===== config.mk =====
export PLATFORM = sky130hd
export DESIGN_NAME = uart_rx_sample_timer_flat
export DESIGN_NICKNAME = d
export VERILOG_FILES = /design/src/rtl/uart_rx_sample_timer_if.sv /design/src/rtl/uart_rx_sample_timer.sv /design/src/flat_wrapper.sv
export SDC_FILE = /design/constraint.sdc
export NUM_CORES = 1
export LEC_CHECK = 0
export CAP_MARGIN = 20
export CORE_ASPECT_RATIO = 2
export CORE_UTILIZATION = 37
export DETAILED_ROUTE_END_ITERATION = 12
export SYNTH_ARGS = -nofsm -noshare
export SYNTH_HDL_FRONTEND = slang
export SYNTH_SLANG_ARGS = --single-unit
export TNS_END_PERCENT = 100

===== constraint.sdc =====
create_clock -name clk -period 3.8 [get_ports clk]
set_clock_uncertainty 0.15 [all_clocks]
set_input_delay 0.76 -clock clk [delete_from_list [all_inputs] [get_ports clk]]
set_output_delay 0.76 -clock clk [all_outputs]
set_load 0.02 [all_outputs]

===== src/rtl/uart_rx_sample_timer_if.sv =====
// uart_rx_sample_timer_if: control/status bundle between the RX FSM and the
// edge/bit sample timer. The resync line exists only when
// UART_RX_TIMER_RESYNC_EN is defined.
interface uart_rx_sample_timer_if #(
  parameter int PRESCALE_W = 6,
  parameter int BIT_CNT_W  = 4
);
  logic                  en;
  logic [PRESCALE_W-1:0] prescale;
  logic [BIT_CNT_W-1:0]  frame_bits;
`ifdef UART_RX_TIMER_RESYNC_EN
  logic                  resync;
`endif
  logic [PRESCALE_W-1:0] edge_cnt;
  logic [BIT_CNT_W-1:0]  bit_cnt;
  logic [2:0]            sample_stb;
  logic                  bit_done;
  logic                  frame_done;
  logic                  busy;
  logic                  cfg_err;

`ifdef UART_RX_TIMER_RESYNC_EN
  modport master (
    output en, prescale, frame_bits, resync,
    input  edge_cnt, bit_cnt, sample_stb, bit_done, frame_done, busy, cfg_err
  );
  modport slave (
    input  en, prescale, frame_bits, resync,
    output edge_cnt, bit_cnt, sample_stb, bit_done, frame_done, busy, cfg_err
  );
`else
  modport master (
    output en, prescale, frame_bits,
    input  edge_cnt, bit_cnt, sample_stb, bit_done, frame_done, busy, cfg_err
  );
  modport slave (
    input  en, prescale, frame_bits,
    output edge_cnt, bit_cnt, sample_stb, bit_done, frame_done, busy, cfg_err
  );
`endif
endinterface


===== src/rtl/uart_rx_sample_timer.sv =====
// uart_rx_sample_timer: oversampling edge counter and frame bit counter for
// the UART receiver. Emits three centred sample strobes for majority voting
// plus bit-done / frame-done pulses. Prescale and frame length are latched at
// frame start; illegal values park the block in an error state.
// Optional feature macro: UART_RX_TIMER_RESYNC_EN (RX line edge realignment).
module uart_rx_sample_timer #(
  parameter int PRESCALE_W = 6,
  parameter int BIT_CNT_W  = 4
) (
  input  logic                   clk,
  input  logic                   rst,
  uart_rx_sample_timer_if.slave  bus
);

  typedef enum logic [1:0] {
    IDLE = 2'd0,
    RUN  = 2'd1,
    DONE = 2'd2,
    ERR  = 2'd3
  } state_t;

  localparam logic [PRESCALE_W-1:0] P_ONE = PRESCALE_W'(1);
  localparam logic [PRESCALE_W-1:0] P_MIN = PRESCALE_W'(4);
  localparam logic [BIT_CNT_W-1:0]  B_ONE = BIT_CNT_W'(1);
  localparam logic [BIT_CNT_W-1:0]  F_MIN = BIT_CNT_W'(2);

  state_t                state, state_nx;
  logic [PRESCALE_W-1:0] edge_q, edge_nx;
  logic [BIT_CNT_W-1:0]  bit_q, bit_nx;
  logic [PRESCALE_W-1:0] p_lat, p_nx;
  logic [BIT_CNT_W-1:0]  f_lat, f_nx;

  logic [PRESCALE_W-1:0] mid;
  logic                  run;
  logic                  wrap;
  logic                  last_bit;
  logic                  early;
  logic                  realign;
  logic                  adv;

  assign run      = (state == RUN);
  assign mid      = p_lat >> 1;
  assign wrap     = (edge_q == (p_lat - P_ONE));
  assign last_bit = (bit_q == (f_lat - B_ONE));

`ifdef UART_RX_TIMER_RESYNC_EN
  // A line edge in the late half closes the bit early; in the early half it
  // only pulls the edge counter back to the start of the current bit.
  assign early   = run && bus.resync && !wrap && (edge_q > mid);
  assign realign = run && bus.resync && !wrap && (edge_q != '0) && (edge_q <= mid);
`else
  assign early   = 1'b0;
  assign realign = 1'b0;
`endif

  assign adv = wrap || early;

  assign bus.edge_cnt      = edge_q;
  assign bus.bit_cnt       = bit_q;
  assign bus.busy          = run;
  assign bus.cfg_err       = (state == ERR);
  assign bus.bit_done      = run && adv;
  assign bus.frame_done    = run && adv && last_bit;
  assign bus.sample_stb[0] = run && (edge_q == (mid - P_ONE));
  assign bus.sample_stb[1] = run && (edge_q == mid);
  assign bus.sample_stb[2] = run && (edge_q == (mid + P_ONE));

  // State, counters and latched configuration registers.
  always_ff @(posedge clk or negedge rst) begin
    if (!rst) begin
      state  <= IDLE;
      edge_q <= '0;
      bit_q  <= '0;
      p_lat  <= '0;
      f_lat  <= '0;
    end else begin
      state  <= state_nx;
      edge_q <= edge_nx;
      bit_q  <= bit_nx;
      p_lat  <= p_nx;
      f_lat  <= f_nx;
    end
  end

  // Next-state and counter update; dropping en always returns to a clean IDLE.
  always_comb begin
    state_nx = state;
    edge_nx  = edge_q;
    bit_nx   = bit_q;
    p_nx     = p_lat;
    f_nx     = f_lat;
    if (!bus.en) begin
      state_nx = IDLE;
      edge_nx  = '0;
      bit_nx   = '0;
    end else begin
      unique case (state)
        IDLE: begin
          p_nx    = bus.prescale;
          f_nx    = bus.frame_bits;
          edge_nx = '0;
          bit_nx  = '0;
          if ((bus.prescale < P_MIN) || (bus.frame_bits < F_MIN)) begin
            state_nx = ERR;
          end else begin
            state_nx = RUN;
          end
        end
        RUN: begin
          if (adv) begin
            edge_nx = '0;
            if (last_bit) begin
              state_nx = DONE;
              bit_nx   = f_lat;
            end else begin
              bit_nx = bit_q + B_ONE;
            end
          end else if (realign) begin
            edge_nx = '0;
          end else begin
            edge_nx = edge_q + P_ONE;
          end
        end
        DONE: begin
          edge_nx = '0;
          bit_nx  = f_lat;
        end
        ERR: begin
          edge_nx = '0;
          bit_nx  = '0;
        end
        default: begin
          state_nx = IDLE;
          edge_nx  = '0;
          bit_nx   = '0;
        end
      endcase
    end
  end

endmodule


===== src/flat_wrapper.sv =====
// flat-port wrapper written by rule: the top's interface ports become plain ports
module uart_rx_sample_timer_flat 
#(
  parameter int PRESCALE_W = 6,
  parameter int BIT_CNT_W  = 4
)
  (clk, rst, bus_en, bus_prescale, bus_frame_bits, bus_edge_cnt, bus_bit_cnt, bus_sample_stb, bus_bit_done, bus_frame_done, bus_busy, bus_cfg_err);
  uart_rx_sample_timer_if #(.PRESCALE_W(PRESCALE_W), .BIT_CNT_W(BIT_CNT_W)) bus_i ();
  input  logic clk;
  input  logic rst;
  input wire logic [$bits(bus_i.en)-1:0] bus_en;
  input wire logic [$bits(bus_i.prescale)-1:0] bus_prescale;
  input wire logic [$bits(bus_i.frame_bits)-1:0] bus_frame_bits;
  output wire logic [$bits(bus_i.edge_cnt)-1:0] bus_edge_cnt;
  output wire logic [$bits(bus_i.bit_cnt)-1:0] bus_bit_cnt;
  output wire logic [$bits(bus_i.sample_stb)-1:0] bus_sample_stb;
  output wire logic [$bits(bus_i.bit_done)-1:0] bus_bit_done;
  output wire logic [$bits(bus_i.frame_done)-1:0] bus_frame_done;
  output wire logic [$bits(bus_i.busy)-1:0] bus_busy;
  output wire logic [$bits(bus_i.cfg_err)-1:0] bus_cfg_err;
  assign bus_i.en = bus_en;
  assign bus_i.prescale = bus_prescale;
  assign bus_i.frame_bits = bus_frame_bits;
  assign bus_edge_cnt = bus_i.edge_cnt;
  assign bus_bit_cnt = bus_i.bit_cnt;
  assign bus_sample_stb = bus_i.sample_stb;
  assign bus_bit_done = bus_i.bit_done;
  assign bus_frame_done = bus_i.frame_done;
  assign bus_busy = bus_i.busy;
  assign bus_cfg_err = bus_i.cfg_err;
  uart_rx_sample_timer #(.PRESCALE_W(PRESCALE_W), .BIT_CNT_W(BIT_CNT_W)) u_core (.clk(clk), .rst(rst), .bus(bus_i));
endmodule

# After elaboration in Yosys (flattened, before gate mapping)
# Cells that the tools add are included.
[totals]
ff_bits = 22
in_bits = 13
output_inout_bits = 17
elab_cells = 47
[op_classes]
add_sub_neg = 6
magnitude_cmp = 2
eq_ne = 11
mux = 12
reduce_logical = 11
[op_table]
columns = ["cell", "count"]
rows = [
  ["6-bit == test", 3],
  ["4-bit 2-to-1 mux", 3],
  ["6-bit 2-to-1 mux", 2],
  ["4-bit one-hot mux with 3 select lines", 1],
  ["6-bit one-hot mux with 2 select lines", 1],
  ["2-bit 2-to-1 mux", 4],
  ["5-bit by 1-bit adder with 6-bit output, second input constant", 1],
  ["6-bit by 1-bit adder with 6-bit output, second input constant", 1],
  ["6-bit by 5-bit == test with 1-bit output", 1],
  ["6-bit by 3-bit less-than comparator with 1-bit output, second input constant", 1],
  ["3-bit != test, second input constant", 2],
  ["5-bit by 1-bit subtractor with 6-bit output, second input constant", 1],
  ["6-bit by 1-bit subtractor with 6-bit output, second input constant", 1],
  ["1-bit logical AND", 5],
  ["4-bit by 1-bit adder with 4-bit output, second input constant", 1],
  ["2-bit == test, second input constant", 2],
  ["4-bit == test", 1],
  ["4-bit by 2-bit less-than comparator with 1-bit output, second input constant", 1],
  ["2-bit one-hot mux with 2 select lines", 1],
  ["4-bit by 1-bit subtractor with 4-bit output, second input constant", 1],
  ["3-bit by 1-bit != test with 1-bit output, second input constant", 1],
  ["3-bit AND reduction", 1],
  ["3-bit OR reduction", 1],
  ["2-bit by 1-bit == test with 1-bit output, second input constant", 1],
  ["4 further kinds", 4],
]

# Longest topological paths before layout
# Gate-level depths: netlist (run 1).
[depth]
word_depth = 6
ltp_mapped = 9
ltp_nobuf = 8

# Least setup slack after synthesis (run 1)
# Ideal clock, no wire load.
[synth_timing]
kind = "register -> output"
from = "register u_core.p_lat[2]"
to = "output port bus_bit_done"
arrival_time_ps = 1815
required_ps = 2890
setup_slack_ps = 1075
path_stages_with_launch = 8
path_buffers = 0
cell_sequence = "dfrtp_1 > inv_2 > ha_1 > nor3b_2 > a21oi_1 > nor4b_2 > nand2_1 > nor2_1"
[synth_via]
elab_chain_cells = 3
[synth_rtl]
columns = ["element", "line_no", "rtl"]
rows = [
  ["from (decl)", "uart_rx_sample_timer.sv:30", "logic [PRESCALE_W-1:0] p_lat, p_nx;"],
  ["from (signal assigned)", "uart_rx_sample_timer.sv:80", "p_lat <= p_nx;"],
  ["6-bit by 1-bit subtractor with 6-bit output", "uart_rx_sample_timer.sv:43", "assign wrap = (edge_q == (p_lat - P_ONE));"],
  ["6-bit == test", "uart_rx_sample_timer.sv:43", ""],
  ["1-bit logical AND", "uart_rx_sample_timer.sv:62", "assign bus.bit_done = run && adv;"],
  ["to (decl)", "flat_wrapper.sv:17", "output wire logic [$bits(bus_i.bit_done)-1:0] bus_bit_done;"],
]
# Every way passes these cells.

# Worst setup path in the final report (run 1)
[layout_timing]
from = "register u_core.p_lat[3]"
to = "output port bus_sample_stb[0]"
[layout_via]
elab_chain_cells = 3
[layout_rtl]
columns = ["element", "line_no", "rtl"]
rows = [
  ["5-bit by 1-bit subtractor with 6-bit output", "uart_rx_sample_timer.sv:64", "assign bus.sample_stb[0] = run && (edge_q == (mid - P_ONE));"],
  ["6-bit == test", "uart_rx_sample_timer.sv:64", ""],
  ["1-bit logical AND", "uart_rx_sample_timer.sv:64", ""],
  ["to (decl)", "flat_wrapper.sv:16", "output wire logic [$bits(bus_i.sample_stb)-1:0] bus_sample_stb;"],
]
# Every way passes these cells.

==> results of run 1 <==
[critical path, cell delays in order, from the launching register on]
cell and delay (ns):
dfrtp_1 0.58, nor3_1 0.45, nand2_1 0.09, mux2i_1 0.13, a21oi_1 0.08, o21ai_0 0.14
and3_1 0.18, clkdlybuf4s50_1 0.60
[placed cells by master (no fill, tap or decap), types with 5 or more instances in the layout]
cell type and count:
a21oi_1 5, dfrtp_1 22, inv_1 8, nor2_1 17, nand3_1 9, nor3_1 5, clkdlybuf4s50_1 27, xnor2_1 16
ha_1 6, o21ai_0 12, xor2_1 10, nand2_1 16
[cells by family after synthesis]
logic type      synth area share (%)
compound gates                 13.46
xor+xnor                       14.96
fa+ha+maj                      5.235
buf+inv                        5.011
flops                          32.91
mux                            3.291
simple gates                   25.13
[layout make-up]
cell class                      instances  area (um2)  share of cell area (%)
Timing Repair Buffer                   34       352.8                   16.80
Sequential cell                        22       550.5                   26.21
Multi-Input combinational cell        150        1041                   49.55
Inverter                                9       33.78                   1.608
Clock buffer                            4       55.05                   2.621
Tap cell                               54       67.56                   3.216
[flip-flops by register name (all words and copies together) (netlist names)]
signal               flops
u_core.bus.edge_cnt      6
u_core.state             2
u_core.f_lat             4
u_core.p_lat             6
u_core.bus.bit_cnt       4
[worst paths after layout]
kind                                  from                endpoint  depth (start not counted)
hold reg to reg            u_core.f_lat[3]         u_core.f_lat[3]                          2
setup reg to reg           u_core.p_lat[1]   u_core.bus.bit_cnt[2]                          8
max in group asynchronous              rst   u_core.bus.bit_cnt[3]                          2
setup / recovery           u_core.p_lat[3]       bus_sample_stb[0]                          7
min in group asynchronous              rst  u_core.bus.edge_cnt[5]                          1
hold / removal             u_core.f_lat[3]         u_core.f_lat[3]                          2
[power groups by stage]
stage               clock network (mW)  registers [mW]  logic (mW)
floorplan                            0           0.291       0.208
global placement                     0           0.309       0.270
finish                           0.166           0.305       0.275
detailed placement                   0           0.309       0.272
global route                     0.184           0.309       0.306
CTS                              0.176           0.305       0.274
[stage by stage]
stage | utilization [%] | instance area (um2)
floorplan | - | 1673
global placement | 46.34 | 2011
detailed placement | 46.34 | 2011
CTS | 47.61 | 2066
global route | 48.41 | 2101
finish | 48.41 | 2101
[timing repair]
| action | CTS | global route |
|---|---|---|
| setup buffers | 0 | 0 |
| resized for setup | 0 | 3 |
| setup endpoints to repair | 0 | 2 |
[metal layers]
layer,global-route usage [%],routed length [um],up-vias
li1,-,-,718
met1,17.29,1458,698
met2,38.25,2551,13
met3,1.408,57,2
met4,6.813,35,0
met5,0,0,-
==> reports/qor.txt, run 1 <==
outcome - completed
vias in the first global route - 1425
Synth cell types - 45
Pwr per Cell Area - 354.9 nW/um2
total power - 0.7455 mW
I/O Buffers - 29
pin count of the biggest net entering global routing - 23
Initial Util - 38.55%
CTS tree - done
Num CTS Buffers - 3
root buffer cell - clkbuf_8
antenna cells - 0
# DRC - 0
Final Wtd Congestion - 0.8455
Flop pwr share - 40.9%
Peak VDD IR - 0.2502 mV
Avg Cell Area, Syn - 8.758 um2
Yosys top cell by area - dfrtp_1
max-cap violation count - 0
PnR worst setup slack - 0.3816 ns
FILL cells - 437
Die Wd - 49.55 um
core region area - 4339 um2
Post-Route WL - 4.103 mm
final non-filler cell total - 273
H-tree Lvls - 1
layout cells sized above 1 - 9.589%
Worst Max-Slew Pin Slew - 0.5356 ns
ys async rst share - 100.0%
register-to-register setup slack - 1.39 ns
Rel. slew slack - 64.29%
sequential cell area fraction in the yosys report - 32.91%
Nets - 240
gr ovfl total - 0
CP Class - reg2out
CP Capture Type - output port
first-pass GRT wire length - 6.837 mm
syn nets - 211
YS warnings - 0
die height - 97.09 um
worst-path maximum fanout - 15
unrepaired setup endpoints after global routing - false
Area growth, synth to finish - 25.58%
synth cell count leaders - dfrtp_1, nor2_1, nand2_1, xnor2_1, o21ai_0
Setup Viol. Count Final - 0
CP required - 2.89 ns
Slew Viols, Final - 0
combinational share of power - 36.8%
Post-Synthesis Cells - 191
endpoints failing hold - 0
flops & latches, synth - 22
Reg clk slew, reported paths - 0.08 ns
Synth area leaders - dfrtp_1, xnor2_1, ha_1
most frequent cell after synthesis - dfrtp_1
leak pwr - 0.8913 nW
sw frac - 35.03%
all-layer global routing usage - 18.50%
Clock Power Share - 22.3%
Tcrit/Tclk final - 89.96%
number of cell rows - 34
Placed Cells - 268
DR vias - 1431
Internal - 0.4843 mW
# clock sinks - 22
Critical Path AT - 2.51 ns
CTS Buffer Depth - 2
fmax - 292.5 MHz
final setup TNS - 0 ns
Vias/cell - 5.242
HPWL after DPL - 3.229 mm
DR WL/cell - 15.03 um
IO Pins - 30
CP Launch Type - register
share of the synthesized area in the top cell type - 32.91%
post-layout minimum cycle time - 3.418 ns
Synth Flop Type - dfrtp_1
Post-synth EDFFs - 0
Mapped Area - 1673 um2
final hold slack - 0.4517 ns
Iter 0 DRT Violations - 11
Antenna Nets Post-Route - 0
clk_lat worst skew - 0.26 ns
initial antenna violation count - 0
DR pass1 iterations - 4
die area - 4810 um2
post-cts hold buffer count - 0
Min-Delay Path Class - reg2reg
Post-Place Worst Slack - 0.4367 ns
Net Switching - 0.2611 mW
(Power assumes the default switching activity.)
==> inputs of run 2 (changes only) <==
--- a/config.mk
+++ b/config.mk
@@ -9,6 +9,7 @@
 export CORE_ASPECT_RATIO = 2
 export CORE_UTILIZATION = 37
 export DETAILED_ROUTE_END_ITERATION = 12
+export REMOVE_ABC_BUFFERS = 1
 export SYNTH_ARGS = -nofsm -noshare
 export SYNTH_HDL_FRONTEND = slang
 export SYNTH_SLANG_ARGS = --single-unit
==> run 2 against run 1 <==
Net effect:
- setup slack got worse by 0.18 ns
- wire length increased by 3.2%
- first-iteration DRC count increased to 3.4 times the previous value
- largest cell class unchanged
- critical path depth increased by 1
- utilization decreased by 0.23 points
- critical path type unchanged
==> reports/qor.txt, run 2 (same netlist as run 1, synthesis figures left out) <==
Iter 0 DRT Violations - 37
all-layer global routing usage - 19.04%
Num CTS Buffers - 3
clk_lat worst skew - 0.27 ns
Worst Max-Slew Pin Slew - 0.6015 ns
Vias/cell - 5.393
Antenna Nets Post-Route - 0
Die Wd - 49.55 um
die height - 97.09 um
Net Switching - 0.2705 mW
Clock Power Share - 28.1%
Internal - 0.5281 mW
first-pass GRT wire length - 6.982 mm
endpoints failing hold - 0
die area - 4810 um2
CTS tree - done
pin count of the biggest net entering global routing - 23
CP Cell Sequence - inv_1, ha_2, nor3b_2, a21oi_1, nor4b_2, nand2_1, nor2_1, clkdlybuf4s50_1
worst-path maximum fanout - 6
HPWL after DPL - 3.268 mm
CP required - 2.89 ns
Min-Delay Path Class - reg2reg
gr ovfl total - 0
area of the multi-input gates - 1041 um2
Flop pwr share - 38.9%
# DRC - 0
total power - 0.7986 mW
CP Class - reg2out
Nets - 239
# clock sinks - 22
DR WL/cell - 15.57 um
register area - 550.5 um2
CP Launch Type - register
core region area - 4339 um2
combinational share of power - 33.0%
Reg clk slew, reported paths - 0.08 ns
Critical Path AT - 2.68 ns
initial antenna violation count - 0
max-cap violation count - 0
Slowest-stage cell, CP - clkdlybuf4s50_1
FILL cells - 454
number of cell rows - 34
Peak VDD IR - 0.2555 mV
most frequent cells in the layout - clkdlybuf4s50_1, dfrtp_1, nor2_1
I/O Buffers - 29
DR vias - 1467
Post-Route WL - 4.236 mm
sw frac - 33.88%
Final Wtd Congestion - 0.8329
antenna cells - 0
unrepaired setup endpoints after global routing - false
Critical path buffers and inverters - 2
cell family with most CP delay - simple AND/OR/NAND/NOR gates
commonest non-fill, non-tap cell in the layout - clkdlybuf4s50_1
Initial Util - 38.55%
layout cells sized above 1 - 9.174%
final setup TNS - 0 ns
DR pass1 iterations - 4
Rel. slew slack - 59.90%
root buffer cell - clkbuf_8
leak pwr - 0.8682 nW
Tcrit/Tclk final - 94.60%
H-tree Lvls - 1
CP Capture Type - output port
Slew Viols, Final - 0
IO Pins - 30
outcome - completed
Pwr per Cell Area - 382.0 nW/um2
Setup Viol. Count Final - 0
fmax - 278.2 MHz
Area growth, synth to finish - 24.98%
vias in the first global route - 1461
post-cts hold buffer count - 0
post-layout minimum cycle time - 3.595 ns
largest stage delay on the critical path - 0.61 ns
CTS Buffer Depth - 2
run 2: cell types whose count changed in the layout (fill, tap and decap cells not counted), sizes merged:
| cell | delta |
|---|---|
| buf | -1 |
| bufinv | +1 |
| clkbuf | -1 |
| clkdlybuf4s50 | +1 |
| dlymetal6s2s | -1 |
run 2: worst register-to-register path, stage by stage (launching register included):
cell and delay (ns):
dfrtp_1 0.44, inv_1 0.17, ha_2 0.26, nor3b_2 0.20, a21oi_1 0.10, nor4b_2 0.34, and2_1 0.33, a21oi_2 0.09
o221a_1 0.23
run 2: final cells by class:
type / instances / share of cell area [%]
inverter: 9 / 1.616
clock inverter: 1 / 1.436
clock buffer: 3 / 1.975
sequential: 22 / 26.33
timing repair buffer: 33 / 15.62
multi-input combinational: 150 / 49.79
tap: 54 / 3.232
run 2: timing repair:
item	4_1_cts	5_1_grt
endpoints found under the hold margin	0	0
setup endpoints to repair	0	2
setup buffers	0	0
resized for setup	0	2
run 2: power by group through the flow:
stage,Sequential (mW),Clock (mW),Combinational [mW]
6_report,0.311,0.224,0.263
3_3_place_gp,0.315,0,0.258
4_1_cts,0.311,0.228,0.263
2_1_floorplan,0.305,0,0.184
3_5_place_dp,0.315,0,0.261
5_1_grt,0.316,0.234,0.294
run 2: final timing paths:
path | start | endpoint | slack [ns] | depth (start not counted)
max in group asynchronous | rst | u_core.p_lat[2] | 2.33 | 2
min in group asynchronous | rst | u_core.f_lat[3] | 0.68 | 1
min reg2reg | u_core.f_lat[3] | u_core.f_lat[3] | 0.45 | 2
max reg2reg | u_core.p_lat[1] | u_core.bus.bit_cnt[1] | 1.36 | 8
min | u_core.f_lat[3] | u_core.f_lat[3] | 0.45 | 2
max | u_core.p_lat[1] | bus_bit_done | 0.21 | 8
run 2: through the flow:
step	std cells	hold slack (ns)	cell area (um2)	util (%)	setup WS (ns)
after global placement	267	0.4351	2003	46.16	0.4997
after floorplan	181	0.3144	1623	-	1.074
after global routing	272	0.4866	2091	48.18	0.001795
final	272	0.4530	2091	48.18	0.2053
after CTS	271	0.4580	2074	47.81	0.1434
after detailed placement	267	0.4369	2003	46.16	0.4484
run 2: routing by layer:
layer,GRT usage (%),vias to the layer above,part of all wire [%]
li1,-,720,-
met1,19.58,712,36
met2,37.11,26,59
met3,0.9390,9,1.3
met4,8.571,0,3.1
met5,0,-,0
==> inputs of run 3 (changes only) <==
--- a/config.mk
+++ b/config.mk
@@ -6,9 +6,12 @@
 export NUM_CORES = 1
 export LEC_CHECK = 0
 export CAP_MARGIN = 20
+export CELL_PAD_IN_SITES_DETAIL_PLACEMENT = 1
+export CELL_PAD_IN_SITES_GLOBAL_PLACEMENT = 1
 export CORE_ASPECT_RATIO = 2
 export CORE_UTILIZATION = 37
 export DETAILED_ROUTE_END_ITERATION = 12
+export PLACE_DENSITY_LB_ADDON = 0.1
 export REMOVE_ABC_BUFFERS = 1
 export SYNTH_ARGS = -nofsm -noshare
 export SYNTH_HDL_FRONTEND = slang
==> run 3 against run 2 <==
Net effect:
- first-iteration DRC count decreased by 70%
- highest routed layer unchanged
- combinational power increased by 6%
- setup slack improved by 0.14 ns
==> reports/qor.txt, run 3 (same netlist as run 1, synthesis figures left out) <==
final hold slack - 0.4718 ns
number of cell rows - 34
DR pass1 iterations - 3
Initial Util - 38.55%
PnR worst setup slack - 0.3502 ns
DR vias - 1487
Area after DPL - 2003 um2
layout cells sized above 1 - 8.756%
register area - 550.5 um2
initial antenna violation count - 0
most frequent cells in the layout - clkdlybuf4s50_1, dfrtp_1, nor2_1
die area - 4810 um2
DR WL/cell - 17.45 um
CTS Buffer Depth - 2
CP required - 2.89 ns
leak pwr - 0.8787 nW
Final Wtd Congestion - 0.8547
Iter 0 DRT Violations - 11
Slew Viols, Final - 0
Setup Viol. Count Final - 0
root buffer cell - clkbuf_8
Rel. slew slack - 64.61%
pin count of the biggest net entering global routing - 23
Pwr per Cell Area - 351.5 nW/um2
Critical Path AT - 2.54 ns
fmax - 289.9 MHz
CP Launch Type - register
unrepaired setup endpoints after global routing - false
clk_lat worst skew - 0.26 ns
outcome - completed
all-layer global routing usage - 20.91%
vias in the first global route - 1639
CTS tree - done
CP Capture Type - output port
H-tree Lvls - 1
final setup TNS - 0 ns
CP Class - reg2out
HPWL after DPL - 3.715 mm
Post-Place Worst Slack - 0.3630 ns
Nets - 239
Die Wd - 49.55 um
Num CTS Buffers - 3
die height - 97.09 um
gr ovfl total - 0
Post-Route WL - 4.730 mm
final non-filler cell total - 271
# DRC - 0
core region area - 4339 um2
first-pass GRT wire length - 7.776 mm
max-cap violation count - 0
IO Pins - 30
antenna cells - 0
Placed Cells - 267
Area growth, synth to finish - 24.31%
Tcrit/Tclk final - 90.78%
Vias/cell - 5.487
Peak VDD IR - 0.2566 mV
Min-Delay Path Class - reg2reg
commonest non-fill, non-tap cell in the layout - clkdlybuf4s50_1
area of the multi-input gates - 1041 um2
I/O Buffers - 29
post-layout minimum cycle time - 3.450 ns
# clock sinks - 22
Worst Max-Slew Pin Slew - 0.5309 ns
worst-path maximum fanout - 15
FILL cells - 532
Reg clk slew, reported paths - 0.07 ns
Antenna Nets Post-Route - 0
endpoints failing hold - 0
Post-CTS Repair Setup Buffers - 0
post-route cell area - 2079 um2
-- run 3: cell count changes in the layout (fill, tap and decap cells not counted) --
cell / change
buf_6: -1
bufinv_16: -1
dlymetal6s2s_1: +1
clkdlybuf4s50_1: -1
buf_16: +1
-- run 3: repair_timing --
item                                    in CTS  in global routing
endpoints found under the hold margin        0                  0
hold buffers                                 0                  0
gates resized for setup                      0                  3
endpoints found under the setup margin       0                  2
-- run 3: report_power, final --
part           internal, mW  leakage [nW]  total [mW]  switching [mW]
registers             0.258         0.284       0.307          0.0492
clock network        0.0708        0.0216       0.144          0.0730
logic                 0.135         0.573       0.280           0.146
total                 0.463         0.879       0.731           0.268
-- run 3: area by class of cell --
| class | instances | area share [%] |
|---|---|---|
| clock buffer | 3 | 1.986 |
| inverter | 9 | 1.625 |
| multi-input combinational | 150 | 50.06 |
| sequential | 22 | 26.47 |
| tap | 54 | 3.249 |
| timing repair buffer | 33 | 16.61 |
-- run 3: final timing paths --
check                      cells past startpoint  slack [ns]                     to       startpoint
hold reg to reg                                2        0.47        u_core.f_lat[3]  u_core.f_lat[3]
setup reg to reg                               8        1.29  u_core.bus.bit_cnt[1]  u_core.p_lat[2]
hold / removal                                 2        0.47        u_core.f_lat[3]  u_core.f_lat[3]
min in group asynchronous                      1        0.60        u_core.f_lat[1]              rst
max in group asynchronous                      2        2.51        u_core.f_lat[2]              rst
setup / recovery                               7        0.35      bus_sample_stb[0]  u_core.p_lat[3]
-- run 3: metrics by stage --
step / total power [mW] / utilization [%]
floorplan: 0.4896 / -
global placement: 0.5757 / 46.16
detailed placement: 0.5872 / 46.16
CTS: 0.7379 / 47.12
global route: 0.7859 / 47.92
finish: 0.7309 / 47.92
-- run 3: layer usage --
metal | share of wire (%) | track usage [%] | up-vias
met2 | 62 | 42.93 | 22
li1 | - | - | 718
met1 | 34 | 20.08 | 741
met5 | 0 | 0 | -
met3 | 1.6 | 1.408 | 6
met4 | 1.7 | 7.473 | 0
-- run 3: critical path: stages (launching register included) --
cell             delay (ns)
dfrtp_1                0.58
nor3_1                 0.48
nand2_1                0.10
mux2i_1                0.14
a21oi_1                0.09
o21ai_0                0.15
and3_1                 0.16
clkdlybuf4s50_1        0.59
